===== config.mk =====
export PLATFORM = sky130hd
export DESIGN_NAME = serial_chunk_adder
export DESIGN_NICKNAME = d
export VERILOG_FILES = /design/src/rtl/serial_chunk_adder_pkg.sv /design/src/rtl/adder_chunk.sv /design/src/rtl/serial_chunk_adder.sv
export SDC_FILE = /design/constraint.sdc
export NUM_CORES = 1
export LEC_CHECK = 0
export ABC_AREA = 1
export ABC_CLOCK_PERIOD_IN_PS = 7200
export CORE_ASPECT_RATIO = 1.2
export CORE_MARGIN = 3
export CORE_UTILIZATION = 55
export CTS_CLUSTER_DIAMETER = 40
export DETAILED_ROUTE_END_ITERATION = 12
export PLACE_DENSITY = 0.9
export SYNTH_ARGS = -nofsm -noshare
export SYNTH_HDL_FRONTEND = slang
export SYNTH_SLANG_ARGS = --single-unit

===== constraint.sdc =====
create_clock -name clk -period 7.2 [get_ports clk]
set_input_delay 1.08 -clock clk [delete_from_list [all_inputs] [get_ports clk]]
set_output_delay 1.08 -clock clk [all_outputs]
set_load 0.005 [all_outputs]

===== src/rtl/serial_chunk_adder_pkg.sv =====
// Shared types and sizing helpers for the chunk-serial adder.
// A package cannot take parameters, so the sizing helpers receive WIDTH and CHUNK as arguments.
package serial_chunk_adder_pkg;

    typedef enum logic [1:0] {
        IDLE,
        RUN,
        DONE
    } state_e;

    function automatic int unsigned nchunk_f(input int unsigned width, input int unsigned chunk);
        if (chunk == 0) return 1;
        return width / chunk;
    endfunction

    // Index width: $clog2(NCHUNK), never below 1 so a single-chunk build still has an index bit.
    function automatic int unsigned idx_w_f(input int unsigned width, input int unsigned chunk);
        int unsigned n;
        n = nchunk_f(width, chunk);
        if (n <= 2) return 1;
        return $clog2(n);
    endfunction

    function automatic bit params_ok_f(input int unsigned width, input int unsigned chunk);
        if (chunk == 0 || chunk > width) return 1'b0;
        return (width % chunk) == 0;
    endfunction

endpackage


===== src/rtl/adder_chunk.sv =====
// Combinational CHUNK-bit adder slice; also exposes the carry into its top bit for overflow.
module adder_chunk #(
    parameter int unsigned CHUNK = 4
) (
    input  logic [CHUNK-1:0] x,
    input  logic [CHUNK-1:0] y,
    input  logic             ci,
    output logic [CHUNK-1:0] s,
    output logic             co,
    output logic             c_msb_in
);

    logic [CHUNK:0] full;

    assign full     = {1'b0, x} + {1'b0, y} + {{CHUNK{1'b0}}, ci};
    assign s        = full[CHUNK-1:0];
    assign co       = full[CHUNK];
    // Carry into the top bit falls out of its sum bit and its two operand bits.
    assign c_msb_in = full[CHUNK-1] ^ x[CHUNK-1] ^ y[CHUNK-1];

endmodule


===== src/rtl/serial_chunk_adder.sv =====
// Add/subtract two WIDTH-bit operands CHUNK bits per clock, LSB chunk first,
// with a registered carry between chunks and valid/ready handshakes on both sides.
module serial_chunk_adder
    import serial_chunk_adder_pkg::*;
#(
    parameter int unsigned WIDTH = 16,
    parameter int unsigned CHUNK = 4
) (
    input  logic             clk,
    input  logic             rst,
    input  logic             in_valid,
    output logic             in_ready,
    input  logic [WIDTH-1:0] a,
    input  logic [WIDTH-1:0] b,
    input  logic             cin,
    input  logic             sub,
    output logic             out_valid,
    input  logic             out_ready,
    output logic [WIDTH-1:0] sum,
    output logic             cout,
    output logic             ovf
);

    localparam int unsigned NCHUNK = nchunk_f(WIDTH, CHUNK);
    localparam int unsigned IW     = idx_w_f(WIDTH, CHUNK);

    if (!params_ok_f(WIDTH, CHUNK)) begin : g_param_check
        $error("serial_chunk_adder: WIDTH must be a nonzero multiple of CHUNK");
    end

    state_e           state_q, state_d;
    logic [WIDTH-1:0] a_q, a_d;
    logic [WIDTH-1:0] b_q, b_d;
    logic [WIDTH-1:0] sum_q, sum_d;
    logic [IW-1:0]    idx_q, idx_d;
    logic             carry_q, carry_d;
    logic             cout_q, cout_d;
    logic             ovf_q, ovf_d;

    int unsigned      base;
    logic [CHUNK-1:0] chunk_x, chunk_y, chunk_s;
    logic             chunk_co, chunk_msb_ci;

    assign base    = CHUNK * 32'(idx_q);
    assign chunk_x = a_q[base +: CHUNK];
    assign chunk_y = b_q[base +: CHUNK];

    adder_chunk #(.CHUNK(CHUNK)) u_chunk (
        .x        (chunk_x),
        .y        (chunk_y),
        .ci       (carry_q),
        .s        (chunk_s),
        .co       (chunk_co),
        .c_msb_in (chunk_msb_ci)
    );

    assign in_ready  = (state_q == IDLE) && !rst;
    assign out_valid = (state_q == DONE);
    assign sum       = sum_q;
    assign cout      = cout_q;
    assign ovf       = ovf_q;

    always_comb begin
        state_d = state_q;
        a_d     = a_q;
        b_d     = b_q;
        sum_d   = sum_q;
        idx_d   = idx_q;
        carry_d = carry_q;
        cout_d  = cout_q;
        ovf_d   = ovf_q;
        unique case (state_q)
            IDLE: begin
                // Subtraction is folded in at capture: invert B and the borrow once.
                if (in_valid && in_ready) begin
                    a_d     = a;
                    b_d     = b ^ {WIDTH{sub}};
                    carry_d = cin ^ sub;
                    idx_d   = '0;
                    state_d = RUN;
                end
            end
            RUN: begin
                sum_d[base +: CHUNK] = chunk_s;
                carry_d              = chunk_co;
                idx_d                = idx_q + 1'b1;
                if (idx_q == IW'(NCHUNK - 1)) begin
                    cout_d  = chunk_co;
                    ovf_d   = chunk_msb_ci ^ chunk_co;
                    idx_d   = '0;
                    state_d = DONE;
                end
            end
            DONE: begin
                if (out_ready) state_d = IDLE;
            end
            default: state_d = IDLE;
        endcase
    end

    always_ff @(posedge clk) begin
        if (rst) begin
            state_q <= IDLE;
            a_q     <= '0;
            b_q     <= '0;
            sum_q   <= '0;
            idx_q   <= '0;
            carry_q <= 1'b0;
            cout_q  <= 1'b0;
            ovf_q   <= 1'b0;
        end else begin
            state_q <= state_d;
            a_q     <= a_d;
            b_q     <= b_d;
            sum_q   <= sum_d;
            idx_q   <= idx_d;
            carry_q <= carry_d;
            cout_q  <= cout_d;
            ovf_q   <= ovf_d;
        end
    end

endmodule


Word level (Yosys, flattened, before mapping)
Index checks and enable logic that the tools add are counted.

cells by class
  $add $sub $neg = 4
  equality and inequality tests = 6
  shifts and indexed selects = 4
  muxes and demuxes = 10
  bitwise gates (word level) = 5
  reductions and logical operators = 9

operator list
  kind                                                    number
  negator 4 -> 34 bit                                     1
  variable shift 4 x 34 -> 16 bit (first input constant)  1
  variable part select 4 x 34 -> 16 bit                   1
  variable part select 16 x 5 -> 4 bit                    2
  bitwise mux 16 bit                                      1
  bitwise XOR 16 bit                                      1
  two-way mux 2 bit                                       5
  one-hot mux 2 bit (3 select lines)                      1
  AND reduction 2 bit                                     3
  adder 4 x 4 -> 5 bit                                    1
  adder 5 x 1 -> 5 bit                                    1
  == test 2 bit (second input constant)                   2
  != test 2 x 1 -> 1 bit (second input constant)          2
  one-hot mux 2 bit (2 select lines)                      1
  bitwise XOR 1 bit                                       4
  AND reduction 3 bit                                     1
  adder 2 x 1 -> 2 bit (second input constant)            1
  == test 2 x 1 -> 1 bit (second input constant)          1
  logical AND 1 bit                                       2
  logical NOT 2 bit                                       1
  != test 2 bit (second input constant)                   1
  one-hot mux 1 bit (2 select lines)                      1
  nonzero test 2 bit                                      1
  logical NOT 1 bit                                       1
  two-way mux 1 bit                                       1

word-level totals
  register bits = 55
  word-level logic and storage cells = 46

Depth between registers and ports, before layout
  depth in word-level cells = 6
  gate-level depth with buffers = 16
  mapped depth without buffers = 15

Cells and area by module
Synthesis repeated with hierarchy kept, for this count alone.

unflattened totals
  cells, all modules = 383
  area total of the unflattened synthesis = 2915.3 um^2

by module, submodules not included
  module              times used  cells an instance  area each (um^2)
  serial_chunk_adder  1           352                2707.6
  adder_chunk         1           31                 207.7

Worst setup path before layout
OpenSTA, ideal clock, no wires.

  kind = reg2reg
  from = reg idx_q[0]
  to = reg ovf_q, in the netlist ovf
  setup time = 0.056 ns
  arrival time = 2.407 ns
  data required time = 7.144 ns
  path slack = 4.737 ns
  cell stages (with the launch flop) = 17
  path buffers = 2
  period minus slack after synthesis = 2.463 ns
  cells stage by stage = dfxtp_1 > inv_2 > buf_6 > buf_2 > nor2_1 > o22ai_1 > fa_1 > fa_1 > nand3_1 > nand3_1 > inv_1 > nand3_1 > nand2_1 > nand2_1 > nand3_1 > nand2_1 > inv_1

between the ends
  longest elaborated chain between the ends = 6
  elaborated cells between the ends (all ways) = 9
  those cells by class = add/sub (2); eq/ne (1); shift (2); bitwise (3); reduce/logical (1)

ends and longest elaborated chain
  what                                                     line                                                text
  start, declared                                          serial_chunk_adder.sv:35                            logic [IW-1:0] idx_q, idx_d;
  start signal, assigned                                   serial_chunk_adder.sv:116                           idx_q <= idx_d;
  variable part select 16 x 5 -> 4 bit (on tied branches)  serial_chunk_adder.sv:45, serial_chunk_adder.sv:46
  adder 4 x 4 -> 5 bit                                     adder_chunk.sv:15                                   assign full = {1'b0, x} + {1'b0, y} + {{CHUNK{1'b0}}, ci};
  adder 5 x 1 -> 5 bit                                     adder_chunk.sv:15
  bitwise XOR 1 bit (2 in a row)                           adder_chunk.sv:19                                   assign c_msb_in = full[CHUNK-1] ^ x[CHUNK-1] ^ y[CHUNK-1];
  bitwise XOR 1 bit                                        serial_chunk_adder.sv:89                            ovf_d = chunk_msb_ci ^ chunk_co;
  end signal, assigned                                     serial_chunk_adder.sv:119                           ovf_q <= ovf_d;
  end, declared                                            serial_chunk_adder.sv:38                            logic ovf_q, ovf_d;

Several ways; a longest one is shown, not always the timed one.
A chain may end at the register's enable or synchronous reset.

Worst setup path after layout
  from = in rst
  to = out in_ready

between the ends
  longest elaborated chain between the ends = 2

ends and longest elaborated chain
  what               line                      text
  start, declared    serial_chunk_adder.sv:10  input logic rst,
  logical NOT 1 bit  serial_chunk_adder.sv:57  assign in_ready = (state_q == IDLE) && !rst;
  logical AND 1 bit  serial_chunk_adder.sv:57
  end, declared      serial_chunk_adder.sv:12  output logic in_ready,

No other way between the ends.

==> metrics.cfg <==
[timing]
rsz0062_at_grt=false
max_slew.worst_pin.slew_ps=934
min_period_ps=3810
setup_viol_count_final=0
fin_setup_tns_ps=0
maxSlewHeadroom_pct=37.6
fmax_mhz=263
final-hold-violation-count=0
final_max_slew_viol_count=0
skew_ps=8.70
min_period_over_period_pct=52.9

[die]
die_w_um=70.1
core.rowCount=27
io_pins=58
die_h_um=82.9
die_area_um2=5810
start_util_pct=58.1
core_um2=4660

[pwr]
p_leak_nw=1.38
p_clk_share_pct=24.5
switchingPower_w=0.000215
p_seq_share_pct=50.4
sw_frac_of_total_pct=31.6
ir_drop_mv=0.132
power.density_nw_per_um2=205
totalPowerFinal_w=0.000682
internal_power_w=0.000467
pwr-share-comb_pct=25.1

[route]
drt-initial-drc-count=174
antenna_left=0
dr.pass1.iters=4
wl_per_cell_um=12.4
viasPerCell=5.32
num_vias=2491
wl_um=5810
drc=0

[place]
io_buffers=57
dpl.hpwl_um=4250
gp_congestion=0.812

[worst_setup_path]
critical_path_class=in -> out
crit_required_ps=6120
setup.worst_path.start_class=primary input
crit_fanout=20
arrival_ps=2730
critPathCaptureType=output port

[clock_network]
cts-buffers-inserted=5
holdBufCountCts=0
cts.clk_slew.worst_paths_ps=90
cts-root-buf=clkbuf_8
clk_latency_ps=310
cts_setup_buffers=0
cts.path.max_buffers=2
cts_sinks=55
cts_tree=done
post_cts_resize_count=0
cts-htree-levels=2

[finish]
syn2layout_area_growth_pct=23.1
layout.nets=458
drive_gt1_share_pct=5.12
fill_cells=385
diodes=0

[grt]
grt_pass1_vias=2287
grt_max_degree=54
grt.total_usage_pct=20.2
grt_pass1_wl_um=9720
grt_antenna_before_repair=0
grt_overflow_total=0

[synth]
async_flop_share_pct=0
netlist_instances=363
yosysUniqueCellTypes=28
yosys_warnings=0
synth_edf_count=0
syn_area_per_cell_um2=7.46
yosys-top-cells-count=nand2_1 (94), dfxtp_1 (55), nand3_1 (46)
synth-seq-cells=55
synth_area_leaders=dfxtp_1 (41%), nand2_1 (13%), nand3_1 (8.5%), o21ai_0 (4.6%), a21oi_1 (4.4%)
synthMostInstantiatedCell=nand2_1
netlist_area_um2=2710
synth.largest_area_cell=dfxtp_1
yosysTopAreaCellShare_pct=40.6
synth.net_count=412
synth_ff_type=dfxtp_1
yosysSeqAreaShare_pct=40.6

[flow_run]
cap_violations=0

[status]
status=complete, no violations

[hold_path]
hp-class=reg -> reg

placed cells by master, fill, tap and decap left out:
cell type | Yosys | layout
o21ai_0 | 25 | 25
xor2_1 | 7 | 7
clkdlybuf4s50_1 | 0 | 57
clkbuf_1 | 4 | 1
nand2_1 | 94 | 94
nor4_4 | 1 | 1
nor2_2 | 1 | 1
a21oi_1 | 24 | 24
inv_1 | 15 | 15
nand2_4 | 1 | 1
clkinv_2 | 0 | 1
fa_1 | 2 | 2
xnor2_1 | 11 | 11
clkinv_1 | 1 | 1
clkbuf_8 | 0 | 5
o21a_1 | 1 | 1
o22ai_1 | 7 | 7
nor2_1 | 30 | 30
dfxtp_1 | 55 | 55
nand2_2 | 3 | 3
nand3_2 | 2 | 2
nor3_2 | 1 | 1
a22oi_1 | 4 | 4
inv_2 | 4 | 4
ha_1 | 9 | 9
nand3_1 | 46 | 46
nor2_4 | 1 | 1
clkinvlp_4 | 0 | 1
routing by layer:
layer  share of wire [%]  vias up  track usage (%)  wire length (um)
li1                    -     1277                -                 -
met1                  40     1131             23.3              2310
met2                  53       69             35.1              3060
met3                 4.8       14             3.51               277
met4                 2.9        0             10.8               171
met5                   0        -                0                 0
registers in the layout, indices dropped and copies added, names as in the netlist:
name,count
state_q,2
ovf,1
idx_q,2
sum,16
b_q,16
a_q,16
cout,1
carry_q,1
cells by family after synthesis:
kind of cell	synth area share [%]
buffers and inverters	6.51
and+or+nand+nor	29.3
xor gates and xnor gates	5.82
DFF	40.6
AOI/OAI and AO/OA	12.1
adders and majority gates	5.64
power by group through the flow:
stage          clock, W  sequential (W)  combinational (W)
5_1_grt        0.000182        0.000347           0.000193
6_report       0.000167        0.000344           0.000171
3_3_place_gp          0        0.000349           0.000165
4_1_cts        0.000170        0.000343           0.000171
3_5_place_dp          0        0.000350           0.000170
2_1_floorplan         0        0.000342           0.000126
metrics by stage:
stage | setup slack (ps) | cells | hold WS [ps] | utilization (%) | cell area, um2
5_1_grt | 3290 | 468 | 484 | 71.6 | 3340
3_5_place_dp | 3420 | 460 | 455 | 69.7 | 3250
6_report | 3390 | 468 | 471 | 71.6 | 3340
2_1_floorplan | 4740 | 363 | 439 | - | 2710
3_3_place_gp | 3440 | 460 | 451 | 69.7 | 3250
4_1_cts | 3400 | 468 | 469 | 71.6 | 3340
worst max-delay path, cell delays in order:
cell and delay (ps):
clkdlybuf4s50_1 780, nor3_2 310, clkdlybuf4s50_1 550
final timing paths:
path / startpoint / to / slack, ps / cells after the start
setup / recovery: rst / in_ready / 3390 / 3
hold / removal: a_q[7]$_SDFFE_PP0P_ / a_q[7]$_SDFFE_PP0P_ / 470 / 2
setup reg to reg: idx_q[0]$_SDFFE_PP0P_ / ovf$_SDFFE_PP0P_ / 3740 / 14
hold reg to reg: a_q[7]$_SDFFE_PP0P_ / a_q[7]$_SDFFE_PP0P_ / 470 / 2
layout make-up:
class / instances / area (um2) / area share (%)
Clock inverter: 2 / 12.5 / 0.375
Timing Repair Buffer: 57 / 571 / 17.1
Inverter: 20 / 75.1 / 2.25
Clock buffer: 6 / 72.6 / 2.18
Multi-Input combinational cell: 270 / 1430 / 42.9
Sequential cell: 55 / 1100 / 33.0
Tap cell: 58 / 72.6 / 2.18
Note: power is estimated with default switching activity, not from simulation.
